$ cat config.mk
export PLATFORM = sky130hd
export DESIGN_NAME = servio_slot_sched
export DESIGN_NICKNAME = d
export VERILOG_FILES = /design/src/rtl/servio_pkg.sv /design/src/rtl/servio_rr_pick.sv /design/src/rtl/servio_slot_sched.sv
export SDC_FILE = /design/constraint.sdc
export NUM_CORES = 1
export LEC_CHECK = 0
export CORE_MARGIN = 2
export CORE_UTILIZATION = 25
export DETAILED_ROUTE_END_ITERATION = 10
export GPL_TIMING_DRIVEN = 1
export PLACE_DENSITY_LB_ADDON = 0.05
export SETUP_SLACK_MARGIN = 0.15
export SYNTH_ARGS = -nofsm -noshare
export SYNTH_HDL_FRONTEND = slang
export SYNTH_HIERARCHICAL = 1
export SYNTH_SLANG_ARGS = --single-unit
$ cat constraint.sdc
create_clock -name clk -period 3.7 [get_ports clk]
set_input_delay 0.555 -clock clk [delete_from_list [all_inputs] [get_ports clk]]
set_output_delay 0.555 -clock clk [all_outputs]
set_load 0.01 [all_outputs]
$ cat src/rtl/servio_pkg.sv
// Shared constants and state encoding for the servio cycle-code scheduler.
package servio_pkg;

  localparam int unsigned NumHarts = 4;
  localparam int unsigned ByteW    = 2;

  localparam logic [5:0] CYC_IDLE_GAP = 6'h10;
  localparam logic [5:0] CYC_IDLE_DIS = 6'h20;

  typedef enum logic [1:0] {StStop, StSlot, StGap, StArb} sched_state_e;

endpackage

$ cat src/rtl/servio_rr_pick.sv
// Combinational 4-way circular priority picker: first eligible hart after pointer.
module servio_rr_pick
  import servio_pkg::*;
(
  input  logic [NumHarts-1:0] eligible,
  input  logic [1:0]          pointer,
  output logic                found,
  output logic [1:0]          winner
);

  logic [1:0] idx;

  always_comb begin
    found  = 1'b0;
    winner = pointer;
    idx    = pointer;
    // i == NumHarts wraps back to the pointer itself, so it has lowest priority.
    for (int i = 1; i <= int'(NumHarts); i++) begin
      idx = pointer + 2'(i);
      if (!found && eligible[idx]) begin
        found  = 1'b1;
        winner = idx;
      end
    end
  end

endmodule

$ cat src/rtl/servio_slot_sched.sv
// Cycle-code generator for a four-hart byte-serial ROM mux: fixed TDM frames or
// work-conserving round-robin slots driven by the harts' bus requests.
module servio_slot_sched
  import servio_pkg::*;
#(
  parameter int unsigned GAP_CYCLES = 48,
  parameter int unsigned COOLDOWN   = 2,
  parameter int unsigned CNT_W      = 16
) (
  input  logic                clk,
  input  logic                reset_n,
  input  logic                run,
  input  logic                cfg_mode,
  input  logic [NumHarts-1:0] cfg_en,
  input  logic [NumHarts-1:0] wb_cyc,
  output logic [5:0]          aso_cyc_data,
  output logic                aso_cyc_valid,
  output logic [NumHarts-1:0] grant,
  output logic                sof,
  output logic [CNT_W-1:0]    slot_cnt
);

  localparam int unsigned CoolW   = (COOLDOWN > 0) ? $clog2(COOLDOWN + 1) : 1;
  localparam logic [15:0] GapLast = 16'(GAP_CYCLES - 1);

  sched_state_e state_q, state_d;
  logic                             mode_q, mode_d;
  logic [1:0]                       hart_q, hart_d;
  logic [ByteW-1:0]                 byte_q, byte_d;
  logic                             slot_en_q, slot_en_d;
  logic [15:0]                      gap_q, gap_d;
  logic [1:0]                       ptr_q, ptr_d;
  logic [NumHarts-1:0][CoolW-1:0]   cool_q, cool_d;
  logic [NumHarts-1:0]              cooling, eligible;
  logic                             found, go_fixed, go_rr, slot_end;
  logic [1:0]                       winner, hart_inc;
  logic [5:0]                       data_d;
  logic [NumHarts-1:0]              grant_d;
  logic [CNT_W-1:0]                 cnt_d;

  assign slot_end = (state_q == StSlot) && (byte_q == 2'd3);
  assign hart_inc = hart_q + 2'd1;

  // Cooling is judged on the counter value for the cycle being decided, so a
  // hart finishing its slot can never take the very next slot.
  always_comb begin
    for (int n = 0; n < int'(NumHarts); n++) begin
      if (slot_end && hart_q == 2'(n)) cool_d[n] = CoolW'(COOLDOWN);
      else if (cool_q[n] != '0)         cool_d[n] = cool_q[n] - CoolW'(1);
      else                              cool_d[n] = '0;
      cooling[n] = (cool_d[n] != '0);
    end
  end

  assign eligible = cfg_en & wb_cyc & ~cooling;

  servio_rr_pick u_pick (
    .eligible (eligible),
    .pointer  (ptr_q),
    .found    (found),
    .winner   (winner)
  );

  always_comb begin
    state_d   = state_q;
    mode_d    = mode_q;
    hart_d    = hart_q;
    byte_d    = byte_q;
    slot_en_d = slot_en_q;
    gap_d     = gap_q;
    ptr_d     = ptr_q;
    go_fixed  = 1'b0;
    go_rr     = 1'b0;
    unique case (state_q)
      StStop: begin
        go_fixed = run & ~cfg_mode;
        go_rr    = run & cfg_mode;
      end
      StSlot: begin
        if (byte_q != 2'd3) begin
          byte_d = byte_q + 2'd1;
        end else if (!run) begin
          state_d = StStop;
        end else if (mode_q) begin
          go_fixed = ~cfg_mode;
          go_rr    = cfg_mode;
        end else if (hart_q != 2'd3) begin
          hart_d    = hart_inc;
          byte_d    = '0;
          slot_en_d = cfg_en[hart_inc];
        end else if (GAP_CYCLES != 0) begin
          state_d = StGap;
          gap_d   = '0;
        end else begin
          go_fixed = ~cfg_mode;
          go_rr    = cfg_mode;
        end
      end
      StGap: begin
        if (!run) begin
          state_d = StStop;
        end else if (gap_q == GapLast) begin
          go_fixed = ~cfg_mode;
          go_rr    = cfg_mode;
        end else begin
          gap_d = gap_q + 16'd1;
        end
      end
      StArb: begin
        if (!run) state_d = StStop;
        else begin
          go_fixed = ~cfg_mode;
          go_rr    = cfg_mode;
        end
      end
      default: state_d = StStop;
    endcase

    if (go_fixed) begin
      state_d   = StSlot;
      mode_d    = 1'b0;
      hart_d    = '0;
      byte_d    = '0;
      slot_en_d = cfg_en[0];
    end
    if (go_rr) begin
      mode_d = 1'b1;
      if (found) begin
        state_d   = StSlot;
        hart_d    = winner;
        byte_d    = '0;
        slot_en_d = 1'b1;
        ptr_d     = winner;
      end else begin
        state_d = StArb;
      end
    end
  end

  always_comb begin
    data_d  = '0;
    grant_d = '0;
    unique case (state_d)
      StSlot: begin
        if (slot_en_d) begin
          data_d  = {2'b00, hart_d, byte_d};
          grant_d = 4'b0001 << hart_d;
        end else begin
          data_d = CYC_IDLE_DIS | {4'b0000, byte_d};
        end
      end
      StGap, StArb: data_d = CYC_IDLE_GAP;
      default: data_d = '0;
    endcase
    cnt_d = slot_cnt + CNT_W'(slot_end && slot_en_q);
  end

  always_ff @(posedge clk or negedge reset_n) begin
    if (!reset_n) begin
      state_q       <= StStop;
      mode_q        <= 1'b0;
      hart_q        <= '0;
      byte_q        <= '0;
      slot_en_q     <= 1'b0;
      gap_q         <= '0;
      ptr_q         <= 2'd3;
      cool_q        <= '0;
      aso_cyc_data  <= '0;
      aso_cyc_valid <= 1'b0;
      grant         <= '0;
      sof           <= 1'b0;
      slot_cnt      <= '0;
    end else begin
      state_q       <= state_d;
      mode_q        <= mode_d;
      hart_q        <= hart_d;
      byte_q        <= byte_d;
      slot_en_q     <= slot_en_d;
      gap_q         <= gap_d;
      ptr_q         <= ptr_d;
      cool_q        <= cool_d;
      aso_cyc_data  <= data_d;
      aso_cyc_valid <= (state_d != StStop);
      grant         <= grant_d;
      sof           <= go_fixed;
      slot_cnt      <= cnt_d;
    end
  end

endmodule

==> results.md <==
- Synth cell count leaders: 60 x dfrtp_1, 24 x a21oi_1, 20 x nand2_1, 16 x o21ai_0
- Top area cells in the synthesized netlist: dfrtp_1 49%, ha_1 4.0%, a21oi_1 3.9%
- Crit path capture type: flop
- Post-synth cell types: 58
- # diodes: 0
- Initial DRC Count: 106
- Antenna viol nets, final: 0
- Power Density: 624 nW/µm²
- Status: completed
- Root Driver: clkbuf_16
- First-pass GRT wire length: 12500 µm
- Worst path cell trace: ha_1, and3b_1, a211oi_1, or4_1, or2b_2, a211oi_1, a221oi_4, nor3b_1
- PostCTS Resize Cnt: 0
- Post-layout util: 0.331
- Most frequent cell after synthesis: dfrtp_1
- Wirelength, routed: 7270 µm
- Final worst-path cycle share: 0.846
- Hold_ws: 256 ps
- Number of global-route vias before repair: 2436
- Routed length per placed instance: 14.3 µm
- Routability congestion estimate: 0.757
- CP dominant cell by count: a211oi_1
- Post-Syn Area per Cell: 10.7 µm²
- Area growth, synth to finish: 29.1%
- Sink Count: 62
- Maxcap violations: 0
- GRT overflow: 0
- Setup bufs post-CTS: 0
- Final hold vios: 0
- Hpwl dp: 5090 µm
- Largest net degree at the start of global routing: 37
- Top cell type by total area after synthesis: dfrtp_1
- Die Y: 115 µm
- Leak: 1.67 nW
- Share of cells above drive strength 1: 0.132
- Core area: 12100 µm²
- Worst Skew: 6.42 ps
- Slew Viols, Final: 0
- CTS tree: built
- # hold bufs at CTS: 0
- Die width: 115 µm
- CP Data Arrival Time: 3310 ps
- Number of synthesized flops with an enable pin: 0
- Vias: 2315
- Port bufs: 39
- Crit path time final: 3130 ps
- Worst endpoint required time: 3890 ps
- First-pass iteration count of the detailed router: 4
- Final setup viols: 0
- CP delay by family, top: simple AND/OR/NAND/NOR gates
- Vias per cell: 4.55
- Slowest cell on crit path: or4_1
- Worst-Skew Late Latency: 330 ps
- Worst Tran Pin Value: 769 ps
- Slew HR: 0.485
- CP bufs+invs: 0
- Worst Hold Class: input pin to asynchronous set/reset pin
- # IOs: 40
- Clock slew at reported path FFs: 50 ps
- Htree depth: 3
- Initial Util: 0.256
- Fmax: 0.320 GHz
- Synth Flop Type: dfrtp_1
- Largest stage delay, worst path: 630 ps
- CTS buffer count: 9
- Mapped Cells: 290
- Final #Nets: 358
- Crit path kind: flop to flop
- Max FO, Critical Path: 9
- Clock Tree Buf Depth: 2
- Worst vdd ir: 0.287 mV
- Row count: 40
- Syn nets: 312
- Async set-reset flop share out of synthesis: 1.00
- TNS Setup: 0 ps
- Post-route DRC: 0
- Syn. warnings: 6
- Post-synth top area share: 0.486
- Synth Cell Area: 3090 µm²
- Startpoint types: flop
- DIE AREA: 13300 µm²
- Initial antenna violation count: 0
- Total track usage: 0.124
- Synth Register Bits: 62
- RSZ-0062 raised after global routing: no
- Sequential-to-total area share from yosys stat: 0.503
[per-stage QoR]
stage / area, µm² / worst slack (ps) / std cells / power [mW]
after floorplan: 3090 / 781 / 290 / 1.37
after global placement: 3690 / 668 / 493 / 1.67
after detailed placement: 3690 / 585 / 493 / 1.67
after CTS: 3990 / 566 / 509 / 2.55
after global routing: 3990 / 349 / 509 / 2.67
final: 3990 / 571 / 509 / 2.49
[layer usage]
| layer | share of wire | wire [µm] | track usage |
|---|---|---|---|
| met1 | 0.47 | 3430 | 0.163 |
| met2 | 0.46 | 3330 | 0.185 |
| met3 | 0.053 | 389 | 0.0411 |
| met4 | 0.016 | 118 | 0.0538 |
| met5 | 0 | 0 | 0 |
[flip-flops by register name (all words and copies together) (netlist names)]
signal	flops
aso_cyc_data	6
aso_cyc_valid	1
byte_q	2
cool_q	8
gap_q	16
grant	4
hart_q	2
mode_q	1
ptr_q	2
slot_cnt	16
slot_en_q	1
sof	1
state_q	2
[placed cells by master (no fill, tap or decap), drive strengths merged, types with 5 or more instances in the layout]
master / count
dfrtp: 60
clkdlybuf4s50: 38
a21oi: 24
nand2: 20
o21ai: 17
inv: 13
nand3: 13
nor2: 12
xnor2: 11
ha: 10
clkbuf: 10
or3: 9
nand2b: 8
a211oi: 7
and3: 6
xor2: 5
o31ai: 5
or4: 5
nor3: 5
buf: 5
[final timing paths]
kind	start	slack, ps	end	depth (start not counted)
min in group clk	slot_cnt[15]	470	slot_cnt[15]	1
hold reg to reg	slot_cnt[15]	470	slot_cnt[15]	1
max in group asynchronous	reset_n	2740	ptr_q[0]	2
setup reg to reg	byte_q[0]	570	grant[0]	8
setup / recovery	byte_q[0]	570	grant[0]	8
hold / removal	reset_n	260	slot_cnt[9]	1
[area by class of cell]
class	instances	area (µm²)
clock buffers	10	239
clock inverters	6	61.3
fillers	1226	8070
inverters	13	48.8
multi-input cells	207	1450
flip-flops and latches	62	1550
well taps	168	210
repair buffers	43	428
[cells by family (layout without fill, tap and decap cells)]
| group | count (synthesis) | in the layout | synth area share |
|---|---|---|---|
| simple gates | 105 | 105 | 0.204 |
| compound gates | 70 | 70 | 0.153 |
| flops | 62 | 62 | 0.503 |
| buf+inv | 21 | 72 | 0.0283 |
| xor+xnor | 16 | 16 | 0.0453 |
| fa+ha+maj | 10 | 10 | 0.0405 |
| mux | 6 | 6 | 0.0251 |
[where the power goes]
| group | total, mW | internal (mW) | switching [mW] | leakage, nW |
|---|---|---|---|---|
| registers | 0.929 | 0.817 | 0.113 | 0.826 |
| logic | 0.713 | 0.341 | 0.372 | 0.693 |
| clock network | 0.847 | 0.536 | 0.310 | 0.148 |
No activity file was read; power rests on OpenSTA's default activity.
==> variant, RTL diff (config.mk and constraints unchanged) <==
Add an input register stage for `cfg_mode` and `cfg_en`, cleared by the reset; this delays them by one clock. The other inputs are not delayed to match.
--- a/src/rtl/servio_slot_sched.sv
+++ b/src/rtl/servio_slot_sched.sv
@@ -23,6 +23,19 @@
   localparam int unsigned CoolW   = (COOLDOWN > 0) ? $clog2(COOLDOWN + 1) : 1;
   localparam logic [15:0] GapLast = 16'(GAP_CYCLES - 1);
 
+  logic cfg_mode_q;
+  logic [NumHarts-1:0] cfg_en_q;
+
+  always_ff @(posedge clk or negedge reset_n) begin
+    if (!reset_n) begin
+      cfg_mode_q <= '0;
+      cfg_en_q   <= '0;
+    end else begin
+      cfg_mode_q <= cfg_mode;
+      cfg_en_q   <= cfg_en;
+    end
+  end
+
   sched_state_e state_q, state_d;
   logic                             mode_q, mode_d;
   logic [1:0]                       hart_q, hart_d;
@@ -52,7 +65,7 @@
     end
   end
 
-  assign eligible = cfg_en & wb_cyc & ~cooling;
+  assign eligible = cfg_en_q & wb_cyc & ~cooling;
 
   servio_rr_pick u_pick (
     .eligible (eligible),
@@ -73,8 +86,8 @@
     go_rr     = 1'b0;
     unique case (state_q)
       StStop: begin
-        go_fixed = run & ~cfg_mode;
-        go_rr    = run & cfg_mode;
+        go_fixed = run & ~cfg_mode_q;
+        go_rr    = run & cfg_mode_q;
       end
       StSlot: begin
         if (byte_q != 2'd3) begin
@@ -82,26 +95,26 @@
         end else if (!run) begin
           state_d = StStop;
         end else if (mode_q) begin
-          go_fixed = ~cfg_mode;
-          go_rr    = cfg_mode;
+          go_fixed = ~cfg_mode_q;
+          go_rr    = cfg_mode_q;
         end else if (hart_q != 2'd3) begin
           hart_d    = hart_inc;
           byte_d    = '0;
-          slot_en_d = cfg_en[hart_inc];
+          slot_en_d = cfg_en_q[hart_inc];
         end else if (GAP_CYCLES != 0) begin
           state_d = StGap;
           gap_d   = '0;
         end else begin
-          go_fixed = ~cfg_mode;
-          go_rr    = cfg_mode;
+          go_fixed = ~cfg_mode_q;
+          go_rr    = cfg_mode_q;
         end
       end
       StGap: begin
         if (!run) begin
           state_d = StStop;
         end else if (gap_q == GapLast) begin
-          go_fixed = ~cfg_mode;
-          go_rr    = cfg_mode;
+          go_fixed = ~cfg_mode_q;
+          go_rr    = cfg_mode_q;
         end else begin
           gap_d = gap_q + 16'd1;
         end
@@ -109,8 +122,8 @@
       StArb: begin
         if (!run) state_d = StStop;
         else begin
-          go_fixed = ~cfg_mode;
-          go_rr    = cfg_mode;
+          go_fixed = ~cfg_mode_q;
+          go_rr    = cfg_mode_q;
         end
       end
       default: state_d = StStop;
@@ -121,7 +134,7 @@
       mode_d    = 1'b0;
       hart_d    = '0;
       byte_d    = '0;
-      slot_en_d = cfg_en[0];
+      slot_en_d = cfg_en_q[0];
     end
     if (go_rr) begin
       mode_d = 1'b1;
Behaviour: not the same (a bounded check fails within 4 cycles, from zero or initial values and one cycle with reset_n low).
==> variant against the original RTL <==
  * Count of clock-buffer cells in the layout up 3
  * Largest power group unchanged
  * Clock power about the same
  * Synthesized cell count up 7.6%
  * First-iteration DRC count up 83%
  * Via count up 9.1%
  * Global-route usage up 0.28 points
  * Design area up 3.4%
  * Setup slack better by 170 ps
  * Routed wire length up 12%
  * Total power up 5.3%
  * Sequential cell count up 5
  * Critical endpoint unchanged
  * Synthesized area up 4.6%
==> variant: results (changes against the original RTL) <==
STA
  • Setup Skew: 5.03 ps (-1.39 ps)
  • Hold Slack: 221 ps (-35.4 ps)
  • Max Fclk: 338 MHz (+5.8%)
  • Slew margin rel.: 0.367 (-0.118)

Synthesis
  • Ys Warns: 6 (unchanged)
  • Top_reg_cell synth: dfrtp_1
  • Post-synthesis sequential area ratio: 0.520 (+0.0167)
  • Syn Nets: 333 (+6.7%)
  • Commonest cells post-synth: dfrtp_1 (65), a21oi_1 (30), nand2_1 (27)
  • Netlist cell types: 49 (-16%)
  • Fraction of registers with async set/reset: 1.00 (unchanged)
  • Top post-synthesis cells by area: dfrtp_1 (50%), a21oi_1 (4.6%), ha_1 (3.5%)
  • Synthesized instance count: 312 (+7.6%)

Clock network
  • Clk pin slew, worst setup/hold paths: 50 ps (about the same)
  • Max clock buf depth: 2 (unchanged)
  • Clock root buffer: clkbuf_16
  • H-tree levels: 3 (unchanged)
  • TritonCTS Buffers: 9 (unchanged)
  • Post-CTS Resized: 0 (unchanged)
  • Setup Fix Bufs, Post-CTS: 0 (unchanged)
  • Clk_lat worst skew: 340 ps

Layout
  • Final core occ: 0.327 (-0.00372)
  • Share of post-route cells with drive strength above 1: 0.0886 (-0.0433)
  • Top Registers: gap_q: 16 flops, slot_cnt: 16 flops, cool_q: 8 flops
  • Fillers: 1332 (+8.6%)
  • Multi-input gate area: 1450 um^2 (+0.17%)
  • N_diodes: 0 (unchanged)
  • Nets: 377 (+5.3%)

Worst setup path
  • Reg2Reg Setup Slack: 740 ps (+170 ps)
  • Crit path DAT: 3220 ps (-90 ps)
  • CP Max Fanout: 11 (+2)

Global route
  • Initial antenna violation count: 0 (unchanged)
  • GRT Overall Usage: 0.126 (+0.00279)
  • Grt met3 use: 0.0465 (+0.00539)
  • Largest net degree at the start of global routing: 68 (+84%)
  • Vias in the first global route: 2527 (+3.7%)
  • Global-route wire length before repair: 13700 um (+9.4%)
  • Met1 usage in global routing: 0.165 (+0.00240)
  • Met2 usage: 0.191 (+0.00643)

Power and ir drop
  • Seq. pwr: 0.00101 W (+9%)
  • Net Sw Frac: 0.325 (+0.00579)
  • Gate power share: 0.291 (+0.005)
  • Peak supply drop: 389 uV (+35%)
  • Leak: 1.73 nW (+4.0%)
  • Power Density: 635 nW/um^2 (+1.8%)

Route
  • WL final: 8120 um (+12%)
  • Pre-Repair DR Iteration Count: 4 (unchanged)
  • Wire per inst: 15.2 um (+6.6%)
  • 1st-iter DRT viols: 194 (+83%)
  • Vias per std cell: 4.74 (+4.2%)

Place
  • Placed inst area: 3840 um^2 (+4.0%)
  • GP Congestion: 0.777 (+2.7%)
  • Number of port buffers: 39 (unchanged)
  • Placed cell count: 517 (+4.9%)
  • Dpl hpwl: 5650 um (+11%)

Worst hold path
  • Hold Path Class: in2async

Status
  • Status: finished, final reports clean
==> variant: cell count changes after synthesis, sizes merged, moves of 3 or more <==
cell,unedited run,this run
or3,9,1
nand2,20,27
a21oi,24,30
o21ai,17,11
dfrtp,60,65
o31ai,5,10
or4,5,10
mux2i,1,4
nand4,4,7
==> variant: critical path, cell delays in order (launching register included) <==
cell and delay [ps]:
dfrtp_1 370, ha_1 260, and3b_1 470, a211oi_1 230, or4_1 640, nand2_1 160
a211oi_2 90, a221oi_2 420, inv_1 120, nor2_1 130
==> variant: cells by family after synthesis <==
| logic type | after synthesis | share of synthesized area |
|---|---|---|
| AOI/OAI and AO/OA | 79 | 0.161 |
| xor gates and xnor gates | 14 | 0.0379 |
| adders and majority gates | 9 | 0.0348 |
| buffers and inverters | 26 | 0.0325 |
| DFF | 67 | 0.520 |
| muxes | 8 | 0.0298 |
| and+or+nand+nor | 109 | 0.184 |
==> variant: layout make-up <==
type	count	share of cell area
clock buffers	13	0.0606
clock inverters	3	0.00970
inverters	15	0.0136
multi-input cells	219	0.352
flip-flops and latches	67	0.407
well taps	172	0.0521
repair buffers	44	0.105
==> variant: worst paths after layout <==
check	startpoint	to	cells after the start
max in group asynchronous	reset_n	ptr_q[1]	2
min reg2reg	slot_cnt[15]	slot_cnt[15]	1
max reg2reg	byte_q[0]	grant[0]	9
min	reset_n	gap_q[9]	2
max	byte_q[0]	grant[0]	9
min in group clk	slot_cnt[15]	slot_cnt[15]	1
==> variant: routing by layer <==
layer / share of wire / vias up / routed length [um]
li1: - / 1229 / -
met1: 0.49 / 1245 / 3950
met2: 0.46 / 42 / 3730
met3: 0.038 / 9 / 308
met4: 0.015 / 0 / 125
met5: 0 / - / 0
